===== config.mk =====
export PLATFORM = sky130hd
export DESIGN_NAME = axi_mem_rd_flat
export DESIGN_NICKNAME = d
export VERILOG_FILES = /design/src/rtl/axi_mem_pkg.sv /design/src/rtl/axi_mem_rd_if.sv /design/src/rtl/axi_mem_rd_fifo.sv /design/src/rtl/axi_mem_rd.sv /design/src/flat_wrapper.sv
export SDC_FILE = /design/constraint.sdc
export NUM_CORES = 1
export LEC_CHECK = 0
export ABC_AREA = 1
export CORE_UTILIZATION = 49
export CTS_CLUSTER_SIZE = 16
export DETAILED_ROUTE_END_ITERATION = 10
export PLACE_DENSITY_LB_ADDON = 0.05
export SYNTH_ARGS = -nofsm -noshare
export SYNTH_HDL_FRONTEND = slang
export SYNTH_SLANG_ARGS = --single-unit

===== constraint.sdc =====
create_clock -name clk -period 3.95 [get_ports clk]
set_clock_uncertainty 0.05 [all_clocks]
set_input_delay 0.9875 -clock clk [delete_from_list [all_inputs] [get_ports clk]]
set_output_delay 0.9875 -clock clk [all_outputs]
set_load 0.05 [all_outputs]

===== src/rtl/axi_mem_pkg.sv =====
// Shared types for the AXI4 read-only memory bridge: burst kinds, response code, FSM states.
package axi_mem_pkg;

  typedef enum logic [1:0] {
    BURST_FIXED = 2'b00,
    BURST_INCR  = 2'b01,
    BURST_WRAP  = 2'b10
  } burst_t;

  localparam logic [1:0] RESP_OKAY = 2'b00;

  typedef enum logic {
    ST_IDLE  = 1'b0,
    ST_BURST = 1'b1
  } state_t;

endpackage


===== src/rtl/axi_mem_rd_if.sv =====
// AXI4 read address + read data channels; slave modport faces the memory bridge.
interface axi_mem_rd_if #(
  parameter int G_MEMWIDTH      = 32,
  parameter int G_IDWIDTH       = 4,
  parameter int G_AXI_ADDRWIDTH = 32
);

  logic                       s_arvalid;
  logic                       s_arready;
  logic [G_IDWIDTH-1:0]       s_arid;
  logic [G_AXI_ADDRWIDTH-1:0] s_araddr;
  logic [7:0]                 s_arlen;
  logic [1:0]                 s_arburst;

  logic                       s_rvalid;
  logic                       s_rready;
  logic [G_IDWIDTH-1:0]       s_rid;
  logic [G_MEMWIDTH-1:0]      s_rdata;
  logic [1:0]                 s_rresp;
  logic                       s_rlast;

  modport slave (
    input  s_arvalid, s_arid, s_araddr, s_arlen, s_arburst, s_rready,
    output s_arready, s_rvalid, s_rid, s_rdata, s_rresp, s_rlast
  );

  modport master (
    output s_arvalid, s_arid, s_araddr, s_arlen, s_arburst, s_rready,
    input  s_arready, s_rvalid, s_rid, s_rdata, s_rresp, s_rlast
  );

endinterface


===== src/rtl/axi_mem_rd_fifo.sv =====
// Two-entry first-word-fall-through FIFO; the head entry is a register driving the outputs.
module axi_mem_rd_fifo #(
  parameter int DATA_W = 37
) (
  input  logic              clk,
  input  logic              rst,
  input  logic              push,
  input  logic [DATA_W-1:0] din,
  input  logic              pop,
  output logic [DATA_W-1:0] dout,
  output logic              vld,
  output logic [1:0]        count
);

  logic [DATA_W-1:0] head_q;
  logic [DATA_W-1:0] skid_q;
  logic [1:0]        count_q;

  always_ff @(posedge clk) begin
    if (rst) begin
      count_q <= '0;
      head_q  <= '0;
    end else begin
      case ({push, pop})
        2'b10: begin
          if (count_q == 2'd0) head_q <= din;
          count_q <= count_q + 2'd1;
        end
        2'b01: begin
          if (count_q == 2'd2) head_q <= skid_q;
          count_q <= count_q - 2'd1;
        end
        2'b11: head_q <= (count_q == 2'd2) ? skid_q : din;
        default: ;
      endcase
    end
  end

  // Second slot only fills when the head is already occupied after this edge
  always_ff @(posedge clk) begin
    if (push && ((count_q == 2'd1 && !pop) || (count_q == 2'd2 && pop)))
      skid_q <= din;
  end

  assign dout  = head_q;
  assign vld   = (count_q != 2'd0);
  assign count = count_q;

endmodule


===== src/rtl/axi_mem_rd.sv =====
// AXI4 read slave in front of a 1-cycle-latency memory port. WRAP bursts are
// honoured only when AXI_MEM_RD_WRAP_EN is defined; otherwise they run as INCR.
module axi_mem_rd
  import axi_mem_pkg::*;
#(
  parameter int G_MEMWIDTH      = 32,
  parameter int G_MEMDEPTH      = 1024,
  parameter int G_IDWIDTH       = 4,
  parameter int G_AXI_ADDRWIDTH = 32
) (
  input  logic                          clk,
  input  logic                          rst,
  axi_mem_rd_if.slave                   axi,
  output logic                          enb,
  output logic [$clog2(G_MEMDEPTH)-1:0] addrb,
  input  logic [G_MEMWIDTH-1:0]         doutb
);

  localparam int AW      = $clog2(G_MEMDEPTH);
  localparam int BYTE_SH = $clog2(G_MEMWIDTH / 8);
  localparam int ENTRY_W = G_IDWIDTH + 1 + G_MEMWIDTH;

  function automatic logic [AW-1:0] word_addr(input logic [G_AXI_ADDRWIDTH-1:0] byte_addr);
    logic [G_AXI_ADDRWIDTH-1:0] w;
    w = (byte_addr >> BYTE_SH) % G_AXI_ADDRWIDTH'(G_MEMDEPTH);
    return w[AW-1:0];
  endfunction

  function automatic burst_t decode_burst(input logic [1:0] raw);
    case (raw)
      2'b00: return BURST_FIXED;
`ifdef AXI_MEM_RD_WRAP_EN
      2'b10: return BURST_WRAP;
`endif
      default: return BURST_INCR;
    endcase
  endfunction

  state_t               state;
  logic [AW-1:0]        addr;
  logic [AW-1:0]        addr_next;
  logic [7:0]           beat;
  logic [7:0]           len;
  burst_t               burst;
  logic [G_IDWIDTH-1:0] id;

  logic                 vld_p1;
  logic                 last_p1;
  logic [G_IDWIDTH-1:0] id_p1;

  logic                 ar_hs;
  logic                 issue;
  logic                 pop;
  logic [2:0]           occ;
  logic                 fifo_vld;
  logic [1:0]           fifo_count;
  logic [ENTRY_W-1:0]   fifo_dout;

  assign axi.s_arready = (state == ST_IDLE) && !rst;
  assign ar_hs         = axi.s_arvalid && axi.s_arready;
  assign pop           = fifo_vld && axi.s_rready;

  // A slot freed by this cycle's hand-off counts as free, so a steady stream has no bubbles
  assign occ   = {2'b0, vld_p1} + {1'b0, fifo_count} - {2'b0, pop};
  assign issue = (state == ST_BURST) && !rst && (occ < 3'd2);

  assign enb   = issue;
  assign addrb = addr;

  always_comb begin
    addr_next = (addr == AW'(G_MEMDEPTH - 1)) ? '0 : addr + 1'b1;
    if (burst == BURST_FIXED) addr_next = addr;
`ifdef AXI_MEM_RD_WRAP_EN
    if (burst == BURST_WRAP)
      addr_next = (addr & ~AW'(len)) | ((addr + 1'b1) & AW'(len));
`endif
  end

  // stage p0: burst sequencing and memory read issue
  always_ff @(posedge clk) begin
    if (rst) begin
      state  <= ST_IDLE;
      addr   <= '0;
      beat   <= '0;
      vld_p1 <= 1'b0;
    end else begin
      vld_p1 <= issue;
      case (state)
        ST_IDLE: begin
          if (ar_hs) begin
            state <= ST_BURST;
            addr  <= word_addr(axi.s_araddr);
            beat  <= '0;
          end
        end
        default: begin
          if (issue) begin
            addr <= addr_next;
            beat <= beat + 8'd1;
            if (beat == len) state <= ST_IDLE;
          end
        end
      endcase
    end
  end

  always_ff @(posedge clk) begin
    if (ar_hs) begin
      len   <= axi.s_arlen;
      burst <= decode_burst(axi.s_arburst);
      id    <= axi.s_arid;
    end
    last_p1 <= (beat == len);
    id_p1   <= id;
  end

  // stage p1: memory data returns and is queued with its tags
  axi_mem_rd_fifo #(
    .DATA_W (ENTRY_W)
  ) u_fifo (
    .clk   (clk),
    .rst   (rst),
    .push  (vld_p1),
    .din   ({id_p1, last_p1, doutb}),
    .pop   (pop),
    .dout  (fifo_dout),
    .vld   (fifo_vld),
    .count (fifo_count)
  );

  assign axi.s_rvalid = fifo_vld;
  assign {axi.s_rid, axi.s_rlast, axi.s_rdata} = fifo_dout;
  assign axi.s_rresp  = RESP_OKAY;

endmodule


===== src/flat_wrapper.sv =====
// flat-port wrapper written by rule: the top's interface ports become plain ports
module axi_mem_rd_flat import axi_mem_pkg::*;
#(
  parameter int G_MEMWIDTH      = 32,
  parameter int G_MEMDEPTH      = 1024,
  parameter int G_IDWIDTH       = 4,
  parameter int G_AXI_ADDRWIDTH = 32
)
  (clk, rst, enb, addrb, doutb, axi_s_arvalid, axi_s_arid, axi_s_araddr, axi_s_arlen, axi_s_arburst, axi_s_rready, axi_s_arready, axi_s_rvalid, axi_s_rid, axi_s_rdata, axi_s_rresp, axi_s_rlast);
  axi_mem_rd_if #(.G_MEMWIDTH(G_MEMWIDTH), .G_IDWIDTH(G_IDWIDTH), .G_AXI_ADDRWIDTH(G_AXI_ADDRWIDTH)) axi_i ();
  input  logic clk;
  input  logic rst;
  output logic enb;
  output logic [$clog2(G_MEMDEPTH)-1:0] addrb;
  input  logic [G_MEMWIDTH-1:0] doutb;
  input wire logic [$bits(axi_i.s_arvalid)-1:0] axi_s_arvalid;
  input wire logic [$bits(axi_i.s_arid)-1:0] axi_s_arid;
  input wire logic [$bits(axi_i.s_araddr)-1:0] axi_s_araddr;
  input wire logic [$bits(axi_i.s_arlen)-1:0] axi_s_arlen;
  input wire logic [$bits(axi_i.s_arburst)-1:0] axi_s_arburst;
  input wire logic [$bits(axi_i.s_rready)-1:0] axi_s_rready;
  output wire logic [$bits(axi_i.s_arready)-1:0] axi_s_arready;
  output wire logic [$bits(axi_i.s_rvalid)-1:0] axi_s_rvalid;
  output wire logic [$bits(axi_i.s_rid)-1:0] axi_s_rid;
  output wire logic [$bits(axi_i.s_rdata)-1:0] axi_s_rdata;
  output wire logic [$bits(axi_i.s_rresp)-1:0] axi_s_rresp;
  output wire logic [$bits(axi_i.s_rlast)-1:0] axi_s_rlast;
  assign axi_i.s_arvalid = axi_s_arvalid;
  assign axi_i.s_arid = axi_s_arid;
  assign axi_i.s_araddr = axi_s_araddr;
  assign axi_i.s_arlen = axi_s_arlen;
  assign axi_i.s_arburst = axi_s_arburst;
  assign axi_i.s_rready = axi_s_rready;
  assign axi_s_arready = axi_i.s_arready;
  assign axi_s_rvalid = axi_i.s_rvalid;
  assign axi_s_rid = axi_i.s_rid;
  assign axi_s_rdata = axi_i.s_rdata;
  assign axi_s_rresp = axi_i.s_rresp;
  assign axi_s_rlast = axi_i.s_rlast;
  axi_mem_rd #(.G_MEMWIDTH(G_MEMWIDTH), .G_MEMDEPTH(G_MEMDEPTH), .G_IDWIDTH(G_IDWIDTH), .G_AXI_ADDRWIDTH(G_AXI_ADDRWIDTH)) u_core (.clk(clk), .rst(rst), .axi(axi_i), .enb(enb), .addrb(addrb), .doutb(doutb));
endmodule

==> results of run 1 <==
power by group through the flow:
| stage | clock [mW] | sequential, mW | combinational (mW) |
|---|---|---|---|
| finish | 1.53 | 1.48 | 1.44 |
| global placement | 0 | 1.50 | 1.42 |
| detailed placement | 0 | 1.51 | 1.44 |
| global route | 1.61 | 1.50 | 1.57 |
| floorplan | 0 | 1.88 | 0.668 |
| CTS | 1.55 | 1.48 | 1.45 |
worst paths after layout:
path	slack [ns]	cells past startpoint	start	to
setup reg to reg	1.04	15	u_core.u_fifo.count[1]$_SDFFE_PP0N_	u_core.beat[2]$_SDFFE_PP0P_
hold reg to reg	0.29	0	u_core.id[0]$_DFFE_PP_	u_core.id_p1[0]$_DFF_P_
setup / recovery	0.19	12	u_core.u_fifo.count[1]$_SDFFE_PP0N_	enb
hold / removal	0.29	0	u_core.id[0]$_DFFE_PP_	u_core.id_p1[0]$_DFF_P_
through the flow:
step                      std cells  setup slack [ns]  instance area [um2]  setup TNS (ns)  power, mW
final                           841            0.1874                 6799               0      4.451
after global routing            841          0.008772                 6799               0      4.685
after floorplan                 584            0.3468                 5036               0      2.545
after detailed placement        809          -0.02330                 6200        -0.02330      2.950
after global placement          809         -0.002255                 6200       -0.002255      2.919
after CTS                       841          0.009489                 6797               0      4.484
kinds of logic (layout without fill, tap and decap cells):
logic type / after synthesis / count (layout) / synth area share
AO/OA/AOI/OAI: 113 / 113 / 0.1196
XOR/XNOR: 8 / 8 / 0.01392
adder cells (fa/ha/maj): 8 / 8 / 0.02138
buffers and inverters: 97 / 221 / 0.09249
flip-flops: 114 / 114 / 0.5530
other: 1 / 2 / 0.0007452
AND/OR/NAND/NOR: 242 / 242 / 0.1989
per-layer routing:
metal  track usage  up-vias
met4       0.08559        0
met2        0.3856      120
met5             0        -
met1        0.2664     1921
li1              -     2119
met3       0.05780        6
worst max-delay path, cell delays in order, from the launching register on:
cell,delay [ns]
dfxtp_1,0.43
inv_1,0.12
ha_1,0.21
inv_2,0.10
nand2_4,0.05
ha_1,0.28
nand2_1,0.07
fa_1,0.49
inv_1,0.05
nor2_2,0.13
nand2_2,0.07
inv_2,0.08
buf_12,0.13
cell type report:
| class | instances | area [um2] | area share |
|---|---|---|---|
| multi-input combinational | 373 | 1814 | 0.2668 |
| tap | 133 | 166.4 | 0.02448 |
| clock inverter | 14 | 178.9 | 0.02632 |
| clock buffer | 18 | 417.9 | 0.06146 |
| inverter | 70 | 265.3 | 0.03901 |
| sequential | 114 | 2783 | 0.4093 |
| timing repair buffer | 119 | 1174 | 0.1726 |
cell usage in the layout, fill, tap and decap left out, types with 2 or more instances in the layout:
cell type,n
conb_1,2
dfxtp_1,64
edfxtp_1,50
nand3_1,23
o21bai_1,2
a21oi_2,4
o21ai_1,7
nand4_1,10
a22oi_1,2
ha_1,7
clkbuf_16,16
inv_2,6
inv_6,4
or2_2,2
xnor2_1,7
clkdlybuf4s50_1,106
nand2_2,3
inv_1,62
clkinv_4,3
o21ai_0,38
nor2_1,16
buf_4,10
a21oi_1,56
nand2_1,183
o21ai_4,2
clkinvlp_4,3
bufinv_16,3
sequential cells by signal (all words and copies together), names as in the netlist:
| signal | flops |
|---|---|
| u_core.len | 8 |
| u_core.u_fifo.dout | 37 |
| u_core.state | 1 |
| u_core.u_fifo.skid_q | 37 |
| u_core.id_p1 | 4 |
| u_core.beat | 8 |
| u_core.addrb | 10 |
| u_core.last_p1 | 1 |
| u_core.id | 4 |
| u_core.burst | 1 |
| u_core.vld_p1 | 1 |
| u_core.u_fifo.count | 2 |
what timing repair did:
action | in CTS | in global routing
pin swaps | 0 | 0
resized for setup | 1 | 1
setup endpoints to repair | 1 | 1
==> results_dict.tcl, run 1 <==
set metrics [dict create \
    ant_diodes 0 \
    share_of_post_route_cells_with_drive_strength_above_1 0.09322 \
    final_core_util 0.6892 \
    placement.io_buffers 109 \
    crit_path_end_kind "output pin" \
    tritoncts_clock_tree "yes" \
    comb_power_share 0.324 \
    post_cts_hold_buffer_count 0 \
    p_sw_mw 1.621 \
    drt_iter0_drc 154 \
    num_io_pins 134 \
    cts_buffer_depth 2 \
    worst-setup-path-type "reg -> out" \
    cts-root-buf "clkbuf_8" \
    syn_inst 583 \
    grt_antenna_before_repair 0 \
    met2RoutedLength_um 5652 \
    initial_utilization 0.5101 \
    report.final.setup_viol 0 \
    worstMarginPinSlew_ns 0.9384 \
    clock_insertion_delay_worst_skew_ns 0.50 \
    num_rows 36 \
    dr.max_layer_used "met4" \
    drc 0 \
    worstPathArrival_ns 2.73 \
    yosysWarningCount 0 \
    maximum_number_of_pins_on_one_net_before_global_route_repair 50 \
    outcome "completed" \
    upper_clock_frequency_limit_mhz 265.8 \
    drv.max_cap_violation_count 0 \
    critPathRequiredTime_ns 2.91 \
    route.met3.wl_um 605 \
    globalplace.congestion 0.8255 \
    top_reg_cell_synth "dfxtp_1" \
    fin_crit_ns 3.763 \
    netlist-cell-type-count 35 \
    number_of_enable_flip_flop_cells_after_synthesis 50 \
    final_net_count 785 \
    timing.hold.ws_ns 0.2889 \
    worst-path-max-fanout 5 \
    design.core.area_um2 9864 \
    cellInternalPower_mw 2.829 \
    fillers 808 \
    grt_pass1_vias 3932 \
    worst_hold_path_type "reg -> reg" \
    slew-limit-headroom 0.3720 \
    die_x_um 103.3 \
    routed_wirelength_normalized_by_instance_count_um 13.40 \
    worstSetupStartpointType "flip-flop" \
    rsz0062_at_grt "false" \
    vdd_drop_max_mv 0.2963 \
    drt-pass1-iter-count 4 \
    postCtsSetupRepairBufs 0 \
    synthToLayoutAreaGrowth_pct 35.11 \
    drt-vias-per-instance 4.954 \
    pwr_density_cell_nw_per_um2 654.6 \
    largest_cells_by_area_after_synthesis "edfxtp_1, dfxtp_1, nand2_1, a21oi_1, inv_1" \
    static-leakage-power_nw 2.732 \
    relative_contribution_of_the_clock_network_to_total_power 0.343 \
    grt_overflow 0 \
    m1WireLength_um 4911 \
    dp_hpwl_um 7214 \
    ys_ff_latch 114 \
    drt-total-wl_um 11270 \
    clkSinkCount 114 \
    die_h_um 103.3 \
    yosysMostFrequentCell "nand2_1" \
    groute.usage.overall 0.2231 \
    mappedNetlistArea_um2 5032 \
    syn-mean-instance-area_um2 8.632 \
    synth_common_cells "nand2_1, dfxtp_1, inv_1" \
    slew_viol_final 0 \
    synth.yosys.seq_area_share 0.5530 \
    ant_nets 0 \
    detailroute.via_count 4166 \
    grt_first_pass_wirelength_um 17910 \
    cts_inserted_buffers 17 \
    synth_top_area_share 0.2984 \
    cts.reportedPaths.clkPinSlew_ns 0.06 \
    htreeDepth 4 \
    share_seq_of_total_power 0.333 \
    power.switching_fraction 0.3643 \
    async_reset_ff_frac 0 \
    final_min_period_over_clock_period 0.9526 \
    floorplan.die_area_um2 10680 \
    post-synth-top-area-cell "edfxtp_1" \
    final_report_hold_violation_count 0 \
]
No activity file was read; power rests on OpenSTA's default activity.
==> inputs of run 2 (changes only) <==
--- a/config.mk
+++ b/config.mk
@@ -6,6 +6,7 @@
 export NUM_CORES = 1
 export LEC_CHECK = 0
 export ABC_AREA = 1
+export CORE_MARGIN = 2
 export CORE_UTILIZATION = 49
 export CTS_CLUSTER_SIZE = 16
 export DETAILED_ROUTE_END_ITERATION = 10
==> results_dict.tcl, run 2 (synthesized netlist as in run 1, its figures left out) <==
set metrics [dict create \
    drv.max_cap_violation_count 0 \
    slew_viol_final 0 \
    grt.met2_usage 0.3645 \
    holdPathEnd "u_core.id_p1[1]$_DFF_P_" \
    post-layout-total-power_mw 4.486 \
    cts_buffer_depth 2 \
    detailroute.via_count 4196 \
    dp_hpwl_um 7365 \
    placement.io_buffers 109 \
    crit_path_end_kind "output pin" \
    maximum_number_of_pins_on_one_net_before_global_route_repair 52 \
    grt_met1_usage 0.2611 \
    drc 0 \
    clkSinkCount 114 \
    die_h_um 105.3 \
    dp.cells 808 \
    vdd_drop_max_mv 0.3112 \
    cp-startpoint "u_core.u_fifo.count[1]$_SDFFE_PP0N_" \
    grt-busiest-layer "met2" \
    globalplace.congestion 0.8542 \
    grt_pass1_vias 4017 \
    power.switching_fraction 0.3503 \
    share_seq_of_total_power 0.330 \
    drt-pass1-iter-count 4 \
    grt_overflow 0 \
    slew-limit-headroom 0.2559 \
    setup.reg_to_reg.worst_slack_ns 1.04 \
    timing.hold.ws_ns 0.2885 \
    hold_path_startpoint "u_core.id[1]$_DFFE_PP_" \
    cts.reportedPaths.clkPinSlew_ns 0.05 \
    p_sw_mw 1.572 \
    ant_nets 0 \
    ant_diodes 0 \
    num_rows 36 \
    hold-path-cell-count 0 \
    outcome "completed" \
    layout_commonest_cell "nand2_1" \
    floorplan.die_area_um2 11100 \
    static-leakage-power_nw 2.742 \
    grt_first_pass_wirelength_um 18900 \
    share_of_post_route_cells_with_drive_strength_above_1 0.08911 \
    cts-root-buf "clkbuf_8" \
    critPathRequiredTime_ns 2.91 \
    final_report_hold_violation_count 0 \
    routed_wirelength_normalized_by_instance_count_um 13.47 \
    post_cts.resized_instances 1 \
    pwr_density_cell_nw_per_um2 659.2 \
    grt_antenna_before_repair 0 \
    htreeDepth 4 \
    drt-vias-per-instance 4.995 \
    groute.layer.met3.usage 0.05628 \
    worst_hold_path_type "reg -> reg" \
    fillers 794 \
    design.core.area_um2 9864 \
    groute.usage.overall 0.2144 \
    synthToLayoutAreaGrowth_pct 35.21 \
    drt-total-wl_um 11320 \
    report.final.setup_viol 0 \
    worst-setup-path-type "reg -> out" \
    worstMarginPinSlew_ns 1.112 \
    reg2reg_to "u_core.beat[3]$_SDFFE_PP0P_" \
    num_io_pins 134 \
    clock_insertion_delay_worst_skew_ns 0.51 \
    rsz0062_at_grt "false" \
    relative_contribution_of_the_clock_network_to_total_power 0.348 \
    mostFrequentLayoutCells "nand2_1, clkdlybuf4s50_1, dfxtp_1, inv_1, a21oi_1" \
    postCtsSetupRepairBufs 0 \
    tritoncts_clock_tree "yes" \
    cellInternalPower_mw 2.914 \
    timing.reg2reg.worst_path_depth 15 \
    fin_cells 840 \
    worstSetupStartpointType "flip-flop" \
    worst-path-max-fanout 5 \
    fin_crit_ns 3.755 \
    final_net_count 784 \
    upper_clock_frequency_limit_mhz 266.3 \
    cts_inserted_buffers 17 \
    post_cts_hold_buffer_count 0 \
    comb_power_share 0.322 \
    worstPathArrival_ns 2.72 \
    die_x_um 105.3 \
    drt_iter0_drc 177 \
    final_min_period_over_clock_period 0.9506 \
    reg2reg_from "u_core.u_fifo.count[1]$_SDFFE_PP0N_" \
    initial_utilization 0.5101 \
]
## run 2: cell types whose count changed in the layout (fill, tap and decap cells not counted), sizes merged
cell      delta
clkinv       +1
inv          -4
clkbuf       +4
clkinvlp     -2
bufinv       +1
buf          -1
## run 2: worst max path at each step
stage,end,cells after the start
after global placement,enb,10
after global routing,enb,12
final,enb,12
after CTS,enb,10
after detailed placement,enb,10
after floorplan,enb,8
## run 2: worst max-delay path, stage by stage, from the launching register on
cell and delay [ns]:
dfxtp_1 0.43, inv_1 0.11, ha_1 0.20, inv_2 0.10
nand2_4 0.05, ha_1 0.29, nand2_1 0.07, fa_1 0.49
inv_1 0.05, nor2_2 0.13, nand2_2 0.07, inv_2 0.08
buf_12 0.13
## run 2: power by group through the flow
stage | combinational (mW) | clock, mW | sequential [mW]
6_report | 1.44 | 1.56 | 1.48
5_1_grt | 1.57 | 1.65 | 1.50
4_1_cts | 1.46 | 1.59 | 1.48
3_5_place_dp | 1.45 | 0 | 1.50
3_3_place_gp | 1.43 | 0 | 1.50
2_1_floorplan | 0.668 | 0 | 1.88
## run 2: stage by stage
| step | instance area [um2] | utilization | setup TNS [ns] | worst slack (ns) |
|---|---|---|---|---|
| final | 6804 | 0.6898 | 0 | 0.1952 |
| after global routing | 6804 | 0.6898 | 0 | 0.03799 |
| after CTS | 6802 | 0.6895 | 0 | 0.004521 |
| after detailed placement | 6192 | 0.6277 | -0.02671 | -0.02671 |
| after global placement | 6192 | 0.6277 | 0 | 0.0002727 |
| after floorplan | 5036 | - | 0 | 0.3468 |
## run 2: layer usage
| metal | wire length [um] | up-vias |
|---|---|---|
| li1 | - | 2113 |
| met1 | 4863 | 1953 |
| met2 | 5727 | 119 |
| met3 | 605 | 11 |
| met4 | 121 | 0 |
| met5 | 0 | - |
## run 2: final cells by class
class / instances / area [um2] / share of cell area
flip-flops and latches: 114 / 2783 / 0.4090
well taps: 133 / 166.4 / 0.02446
repair buffers: 118 / 1166 / 0.1714
inverters: 70 / 265.3 / 0.03898
clock inverters: 10 / 156.4 / 0.02299
clock buffers: 22 / 452.9 / 0.06657
multi-input cells: 373 / 1814 / 0.2666
